$ cat src/rtl/mul_pkg.sv
// Shared types and sizing helpers for the radix-16 Booth multiplier datapath.
package mul_pkg;

  typedef enum logic [1:0] {
    IDLE    = 2'd0,
    PRECOMP = 2'd1,
    ISSUE   = 2'd2,
    DONE    = 2'd3
  } booth_state_e;

  // Recoded radix-16 digit, range -8..+8.
  typedef logic signed [4:0] booth_digit_t;

  function automatic int booth_r16_ndig(input int width);
    return (width + 3) / 4;
  endfunction

  // Four extra bits hold the full range of +/-8M, including +8 * 2^(width-1).
  function automatic int booth_r16_ppw(input int width);
    return width + 4;
  endfunction

endpackage

$ cat src/rtl/booth_r16_digit_sel.sv
// Radix-16 Booth digit recoder and multiple selector: maps a 5-bit window
// {y[3:0], y[-1]} to d*M using the precomputed odd multiples.
module booth_r16_digit_sel
  import mul_pkg::*;
#(
  parameter  int WIDTH = 8,
  localparam int PP_W  = booth_r16_ppw(WIDTH)
) (
  input  logic [4:0]       i_window,
  input  logic [WIDTH-1:0] i_m,
  input  logic [PP_W-1:0]  i_m3,
  input  logic [PP_W-1:0]  i_m5,
  input  logic [PP_W-1:0]  i_m7,
  output logic [PP_W-1:0]  o_pp_data
);

  booth_digit_t    w_digit;
  logic            w_neg;
  logic [3:0]      w_mag;
  logic [PP_W-1:0] w_m1;
  logic [PP_W-1:0] w_sel;

  // Top four window bits read as a signed nibble, plus the guard bit.
  assign w_digit = booth_digit_t'({i_window[4], i_window[4:1]})
                 + booth_digit_t'({4'b0000, i_window[0]});
  assign w_neg   = w_digit[4];
  assign w_mag   = 4'(w_neg ? -w_digit : w_digit);
  assign w_m1    = PP_W'($signed(i_m));

  always_comb begin
    // NOTE: default first so every path assigns w_sel and no latch is inferred.
    w_sel = '0;
    case (w_mag)
      4'd1:    w_sel = w_m1;
      4'd2:    w_sel = w_m1 << 1;
      4'd3:    w_sel = i_m3;
      4'd4:    w_sel = w_m1 << 2;
      4'd5:    w_sel = i_m5;
      4'd6:    w_sel = i_m3 << 1;
      4'd7:    w_sel = i_m7;
      4'd8:    w_sel = w_m1 << 3;
      default: w_sel = '0;
    endcase
  end

  assign o_pp_data = w_neg ? -w_sel : w_sel;

endmodule

$ cat src/rtl/booth_r16_pp_gen.sv
// Sequential radix-16 Booth partial-product generator: one signed d_i*M beat
// per accepted handshake, least-significant digit first.
module booth_r16_pp_gen
  import mul_pkg::*;
#(
  parameter  int WIDTH = 8,
  localparam int NDIG  = booth_r16_ndig(WIDTH),
  localparam int PP_W  = booth_r16_ppw(WIDTH),
  localparam int IDX_W = (NDIG > 1) ? $clog2(NDIG) : 1
) (
  input  logic             clk,
  input  logic             rst_n,
  input  logic             start,
  input  logic [WIDTH-1:0] multiplicand,
  input  logic [WIDTH-1:0] multiplier,
  output logic             busy,
  output logic             pp_valid,
  input  logic             pp_ready,
  output logic [PP_W-1:0]  pp_data,
  output logic [IDX_W-1:0] pp_idx,
  output logic             pp_last,
  output logic             done
);

  localparam int YQ_W = 4 * NDIG;

  booth_state_e     r_state;
  booth_state_e     w_next;
  logic [WIDTH-1:0] r_m_q;
  logic [YQ_W-1:0]  r_y_q;
  logic             r_g_q;
  logic [IDX_W-1:0] r_idx;
  logic [PP_W-1:0]  r_m3;
  logic [PP_W-1:0]  r_m5;
  logic [PP_W-1:0]  r_m7;

  logic             w_accept;
  logic             w_fire;
  logic             w_last;
  logic [PP_W-1:0]  w_m_ext;
  logic [PP_W-1:0]  w_pp;

  assign w_accept = (r_state == IDLE) && start;
  assign w_fire   = pp_valid && pp_ready;
  assign w_last   = (r_idx == IDX_W'(NDIG - 1));
  assign w_m_ext  = PP_W'($signed(r_m_q));

  always_ff @(posedge clk or negedge rst_n) begin
    // NOTE: sequential state uses non-blocking assignments so every flop
    // samples pre-edge values regardless of statement order.
    if (!rst_n) r_state <= IDLE;
    else        r_state <= w_next;
  end

  always_comb begin
    w_next   = r_state;
    busy     = 1'b0;
    pp_valid = 1'b0;
    done     = 1'b0;
    case (r_state)
      IDLE:    if (start) w_next = PRECOMP;
      PRECOMP: begin
        busy   = 1'b1;
        w_next = ISSUE;
      end
      ISSUE: begin
        busy     = 1'b1;
        pp_valid = 1'b1;
        if (pp_ready && w_last) w_next = DONE;
      end
      DONE: begin
        busy   = 1'b1;
        done   = 1'b1;
        w_next = IDLE;
      end
      default: w_next = IDLE;
    endcase
  end

  always_ff @(posedge clk or negedge rst_n) begin
    // NOTE: every datapath register is cleared so an aborted run leaves no
    // stale operand behind for the next launch.
    if (!rst_n) begin
      r_m_q <= '0;
      r_y_q <= '0;
      r_g_q <= 1'b0;
      r_idx <= '0;
      r_m3  <= '0;
      r_m5  <= '0;
      r_m7  <= '0;
    end else begin
      if (w_accept) begin
        r_m_q <= multiplicand;
        r_y_q <= YQ_W'($signed(multiplier));
        r_g_q <= 1'b0;
        r_idx <= '0;
      end
      if (r_state == PRECOMP) begin
        r_m3 <= (w_m_ext << 1) + w_m_ext;
        r_m5 <= (w_m_ext << 2) + w_m_ext;
        r_m7 <= (w_m_ext << 3) - w_m_ext;
      end
      // The retired top bit becomes the guard bit of the next window.
      if (w_fire && !w_last) begin
        r_g_q <= r_y_q[3];
        r_y_q <= YQ_W'($signed(r_y_q) >>> 4);
        r_idx <= r_idx + 1'b1;
      end
    end
  end

  booth_r16_digit_sel #(
    .WIDTH(WIDTH)
  ) u_digit_sel (
    .i_window  ({r_y_q[3:0], r_g_q}),
    .i_m       (r_m_q),
    .i_m3      (r_m3),
    .i_m5      (r_m5),
    .i_m7      (r_m7),
    .o_pp_data (w_pp)
  );

  // Beat fields are forced to zero outside ISSUE so idle outputs stay quiet.
  assign pp_data = pp_valid ? w_pp  : '0;
  assign pp_idx  = pp_valid ? r_idx : '0;
  assign pp_last = pp_valid && w_last;

endmodule

$ cat config.mk
export PLATFORM = sky130hd
export DESIGN_NAME = booth_r16_pp_gen
export DESIGN_NICKNAME = d
export VERILOG_FILES = /design/src/rtl/mul_pkg.sv /design/src/rtl/booth_r16_digit_sel.sv /design/src/rtl/booth_r16_pp_gen.sv
export SDC_FILE = /design/constraint.sdc
export NUM_CORES = 1
export LEC_CHECK = 0
export CAP_MARGIN = 15
export CORE_ASPECT_RATIO = 0.7
export CORE_MARGIN = 2
export CORE_UTILIZATION = 25
export DETAILED_ROUTE_END_ITERATION = 8
export PLACE_DENSITY = 0.41
export SYNTH_ARGS = -nofsm -noshare
export SYNTH_HDL_FRONTEND = slang
export SYNTH_SLANG_ARGS = --single-unit
$ cat constraint.sdc
create_clock -name clk -period 3.44 [get_ports clk]
set_input_delay 0.516 -clock clk [delete_from_list [all_inputs] [get_ports clk]]
set_output_delay 0.516 -clock clk [all_outputs]
set_load 0.01 [all_outputs]
### Yosys cells after proc, flatten, opt, wreduce, memory -nomap -nowiden

Cells that the tools add are included.
Widths: inputs -> output; s select.

| word-level totals | value |
|---|---|
| word-level logic and storage cells | 57 |
| bits in registers | 56 |
| memory bits (read-only) | 0 |
| bits in latches | 0 |
| memories | 0 |
| memory bits (writable) | 0 |

| operators by class | value |
|---|---|
| add/sub/neg operators | 7 |
| eq/ne operators | 13 |
| divide/modulo/power cells | 0 |
| multiply operators | 0 |
| reduce and logical (&&, ||, !) cells | 11 |
| multiplexer cells | 16 |
| magnitude comparators | 0 |
| bitwise gates (word level) | 1 |
| shift-type cells | 0 |

Operator list:

| cell | number |
|---|---|
| $pmux 12 s8 | 1 |
| $mux 12 | 2 |
| $eq 4x3->1 const B | 4 |
| $mux 7 | 2 |
| $neg 12->12 | 1 |
| $sub 11x8->12 | 1 |
| $add 10x8->11 | 1 |
| $add 9x8->10 | 1 |
| $eq 4x2->1 const B | 2 |
| $pmux 2 s4 | 1 |
| $mux 1 | 7 |
| $add 4x2->5 | 1 |
| $logic_and 1x1->1 | 5 |
| $eq 2x2->1 const B | 2 |
| $eq 4x1->1 const B | 1 |
| $eq 4x4->1 const B | 1 |
| $mux 2 | 2 |
| $mux 4 | 1 |
| $ne 2x2->1 const B | 2 |
| $neg 4->4 | 1 |
| $reduce_and 2->1 | 2 |
| $reduce_or 3->1 | 1 |
| $eq 2x1->1 const B | 1 |
| $logic_not 2->1 | 1 |
| 4 further kinds | 4 |

### Logic depth before layout (Yosys ltp)

| depth | value |
|---|---|
| word-level depth | 8 |
| gate-level depth with buffers | 13 |
| depth with buffers taken out | 13 |

### By module

Synthesis repeated with hierarchy kept, for this count alone.

| unflattened totals | value |
|---|---|
| cells, all modules | 477 |
| area, all modules | 4185.3 µm² |

By module, submodules not included:

| module | area an instance (µm²) | cells each | times used |
|---|---|---|---|
| booth_r16_pp_gen | 2917.8 | 288 | 1 |
| booth_r16_digit_sel | 1267.5 | 189 | 1 |

### Worst setup path after synthesis

No wires, ideal clock.

| path | value |
|---|---|
| path type | flip-flop to output port |
| start | register r_y_q[0] |
| end | output pp_data[10] |
| required time | 2924 ps |
| setup slack | -271 ps |
| cell stages (with the launch flop) | 13 |
| buffers on the path | 0 |
| arrival | 3195 ps |
| path through | dfrtp_1 > ha_1 > clkinv_1 > ha_1 > and3_4 > nor4_4 > mux2_2 > nand2_1 > ha_1 > inv_1 > nor4_4 > a21oi_1 > mux2i_1 |

| between the ends | value |
|---|---|
| cells in the longest elaborated chain, start to end | 8 |

Ends and longest elaborated chain:

| item | line | RTL |
|---|---|---|
| start: declaration | booth_r16_pp_gen.sv:30 | `logic [YQ_W-1:0] r_y_q;` |
| start signal: assignment | booth_r16_pp_gen.sv:94 | `r_y_q <= YQ_W'($signed(multiplier));` |
| start signal: assignment | booth_r16_pp_gen.sv:106 | `r_y_q <= YQ_W'($signed(r_y_q) >>> 4);` |
| $add 4x2->5 * | booth_r16_digit_sel.sv:25 | `+ booth_digit_t'({4'b0000, i_window[0]});` |
| $neg 4->4 | booth_r16_digit_sel.sv:27 | `assign w_mag = 4'(w_neg ? -w_digit : w_digit);` |
| $mux 4 | booth_r16_digit_sel.sv:27 |  |
| $eq 4x4->1, or another cell as far along | booth_r16_digit_sel.sv:33 | `case (w_mag)` |
| $pmux 12 s8 | booth_r16_digit_sel.sv:33 |  |
| $neg 12->12 | booth_r16_digit_sel.sv:46 | `assign o_pp_data = w_neg ? -w_sel : w_sel;` |
| $mux 12 * | booth_r16_digit_sel.sv:46 |  |
| $mux 12 * | booth_r16_pp_gen.sv:124 | `assign pp_data = pp_valid ? w_pp : '0;` |
| end: declaration | booth_r16_pp_gen.sv:19 | `output logic [PP_W-1:0] pp_data,` |

Every way passes the cells marked *; elsewhere a longest branch is shown, timed or not.

### Final worst setup path

| path | value |
|---|---|
| start | register r_y_q[0] |
| end | output pp_data[11] |

Same word-level chain as after synthesis.

==> results.txt <==
clock root cell -> clkbuf_16
Avg Inst Size Synth -> 8.67 um2
Routed WL -> 13.7 mm
antenna violations before repair -> 0
vias per cell -> 4.83
Crit. End Element -> primary output
fraction of synthesized area in multiplexers -> 6.95%
worst path required time -> 2.92 ns
most frequent cells in the layout -> buf_4 (91), nand2_1 (59), dfrtp_1 (47)
Post-CTS Hold Fix Bufs -> 0
Yosys reg bits -> 49
CTS buffer count -> 5
routability cong. -> 0.913
Vias -> 3964
XOR/XNOR Fraction of Synth Area -> 4.45%
final slew viol count -> 0
Slew @ Worst Pin -> 0.774 ns
CTS tree -> yes
starting density of the core -> 25.3%
f_max -> 0.244 GHz
Setup-failing EPs final -> 11
Hold Fails Final Rpt -> 0
clock latency at the later pin of the worst-skew pair -> 0.31 ns
CTS Buffer Depth -> 2
IO Pins -> 37
Clock transition at path regs -> 0.08 ns
Slowest cell on crit path -> dfrtp_2
Min-Delay Path Class -> in2async
Net Count, Synth -> 526
layout cell share with drive strength beyond 1 -> 34.3%
startpoint types -> register
Critical Path Max Stage Delay -> 0.46 ns
Post-Synth Simple-Gate Area -> 23.0%
yosys warns -> 0
Buf+Inv Stages, Crit Path -> 4
Worst slew margin -> 48.4%
Placed Instances -> 787
failing checks -> setup timing
Cell Area, Synth -> 4100 um2
outcome -> finished, violations left
clk sinks -> 49
Area growth syn-to-layout -> 42.8%
register area -> 1230 um2
Core Footprint -> 16200 um2
sequential share of the synthesized area -> 29.9%
Netlist cell types -> 77
placed wire-length estimate -> 10.5 mm
detailed-route DRC error count -> 0
Routed Antenna Nets -> 0
Post-synth ARST share -> 100%
Main synth FF type -> dfrtp_1
most common cell after layout, fill and taps aside -> buf_4
fin area -> 5860 um2
Adder-Cell Fraction of Synth Area -> 10.4%
critical path arrival -> 3.58 ns
Die X -> 157 um
nets@finish -> 647
min Tclk post-route -> 4.09 ns
WHS -> 0.272 ns
critical-path cell list -> ha_4 > clkinv_4 > ha_4 > nand2b_4 > o21a_4 > o211ai_4 > nor3_2 > nor4_4 > nand4_4 > buf_4 > nor3_4 > buf_6 > a21oi_2 > or3b_4 > buf_6
die footprint -> 17500 um2
Mapped Cells -> 473
final cell count without fillers -> 820
Setup WS post-layout -> -0.653 ns
fillers -> 1698
max cap viols -> 0
I/O Buffers -> 36
drt pass-1 iters -> 4
CTS HTree Levels -> 2
GRT overflow -> 0
RSZ-0062 raised after global routing -> true
vias in the first global route -> 4033
# diodes -> 0
Post-synth EDFFs -> 0
WS Path Type -> reg2out
1st-iter DRT viols -> 303
area of the multi-input gates -> 3020 um2
global-route wire length before repair -> 22.5 mm
compound-cell area share of the yosys netlist -> 20.5%
final clock skew -> 0.00348 ns
crit-path max FO -> 4
Tcrit/Tclk final -> 119%
row count -> 39
Post-DP Area -> 5290 um2
CP delay by family, top -> simple AND/OR/NAND/NOR gates
drt wl/cell -> 16.7 um
pin count of the biggest net entering global routing -> 33
Total GRT Usage -> 16.4%
largest family of logic cells by synthesized area -> simple AND/OR/NAND/NOR gates
Die Y-Extent -> 111 um
cell type report:
cell class | instances | area share [%]
Multi-Input combinational cell | 380 | 51.5
Sequential cell | 49 | 21.0
Timing Repair Buffer | 134 | 18.3
Tap cell | 225 | 4.80
Clock buffer | 6 | 2.20
Inverter | 24 | 1.62
Clock inverter | 2 | 0.662
registers in the layout, summed over array words and instances (netlist names):
name	flops
r_idx	1
r_m7	11
r_g_q	1
r_m5	9
r_state	2
r_m3	9
r_m_q	8
r_y_q	8
worst reg2reg max path, stage by stage (launching register included):
cell and delay (ns):
dfrtp_1 0.43, buf_4 0.24, inv_1 0.10, buf_4 0.16, ha_1 0.18, and3b_1 0.17, o21ai_0 0.28, a21boi_0 0.21
o21ai_0 0.27, nand2b_1 0.13, a21o_1 0.20, a21o_1 0.20, xor2_1 0.15, mux2_2 0.27
synth_stat cells, types with 3 or more instances:
| master | count | area share, % |
|---|---|---|
| nand2_1 | 61 | 5.6 |
| dfrtp_1 | 49 | 30 |
| nor2_1 | 36 | 3.3 |
| ha_1 | 31 | 9.5 |
| o21ai_0 | 31 | 3.8 |
| a21oi_1 | 29 | 3.5 |
| inv_1 | 23 | 2.1 |
| mux2_2 | 18 | 4.9 |
| nand3_1 | 15 | 1.8 |
| clkbuf_1 | 14 | 1.3 |
| nand4_1 | 12 | 1.8 |
| xnor2_1 | 11 | 2.3 |
| a31oi_1 | 9 | 1.4 |
| xor2_1 | 8 | 1.7 |
| a21o_1 | 7 | 1.3 |
| nor3_1 | 7 | 0.85 |
| and2_1 | 6 | 0.92 |
| mux2i_1 | 6 | 1.5 |
| nor2b_1 | 6 | 0.92 |
| nand2b_1 | 5 | 0.76 |
| o31ai_1 | 5 | 0.92 |
| a21boi_0 | 4 | 0.73 |
| or3_1 | 4 | 0.61 |
| a211oi_1 | 3 | 0.55 |
| a221oi_1 | 3 | 0.64 |
| a22o_1 | 3 | 0.64 |
| and3_1 | 3 | 0.46 |
| buf_4 | 3 | 0.55 |
| nor4_4 | 3 | 1.6 |
| o22ai_1 | 3 | 0.46 |
path summary, 6_finish.rpt:
check                         endpoint     start  cells past startpoint  slack (ns)
max                        pp_data[11]  r_y_q[0]                     15       -0.65
max reg2reg                    r_m7[9]  r_m_q[2]                     13        0.35
max in group asynchronous        r_g_q     rst_n                      2        2.39
min in group clk               r_m7[6]   r_m7[6]                      2        0.50
min reg2reg                    r_m7[6]   r_m7[6]                      2        0.50
min                            r_m7[8]     rst_n                      1        0.27
cells by family (layout without fill, tap and decap cells):
group	count (synthesis)	after routing
multiplexers	25	25
XOR/XNOR	20	20
AO/OA/AOI/OAI	125	125
adder cells (fa/ha/maj)	33	33
flip-flops	49	49
buffers and inverters	45	166
AND/OR/NAND/NOR	176	177
layer usage:
layer / part of all wire (%) / vias up / track usage [%] / routed length (um)
met2: 41 / 62 / 23.4 / 5580
met3: 2.9 / 7 / 2.38 / 401
li1: - / 1958 / - / -
met4: 0.67 / 0 / 2.61 / 92
met1: 56 / 1937 / 26.2 / 7640
met5: 0 / - / 0 / 0
what timing repair did:
item / CTS / global route
setup endpoints to repair: 12 / 12
buffers inserted: 19 / 9
hold endpoints to repair: 0 / 0
cloned: 1 / 0
pin swaps: 30 / 24
gates resized for setup: 97 / 10
through the flow:
step | TNS [ns] | util (%) | setup WS [ns]
after CTS | -5.00 | 35.7 | -0.635
final | -4.99 | 36.2 | -0.653
after global routing | -6.62 | 36.2 | -0.801
after global placement | -6.01 | 32.6 | -0.738
after detailed placement | -6.34 | 32.6 | -0.756
after floorplan | 0 | - | 0.0134
Power is left out: the tool's default activity adds up to more than one toggle a clock period on the data nets, which glitch-free logic cannot reach.
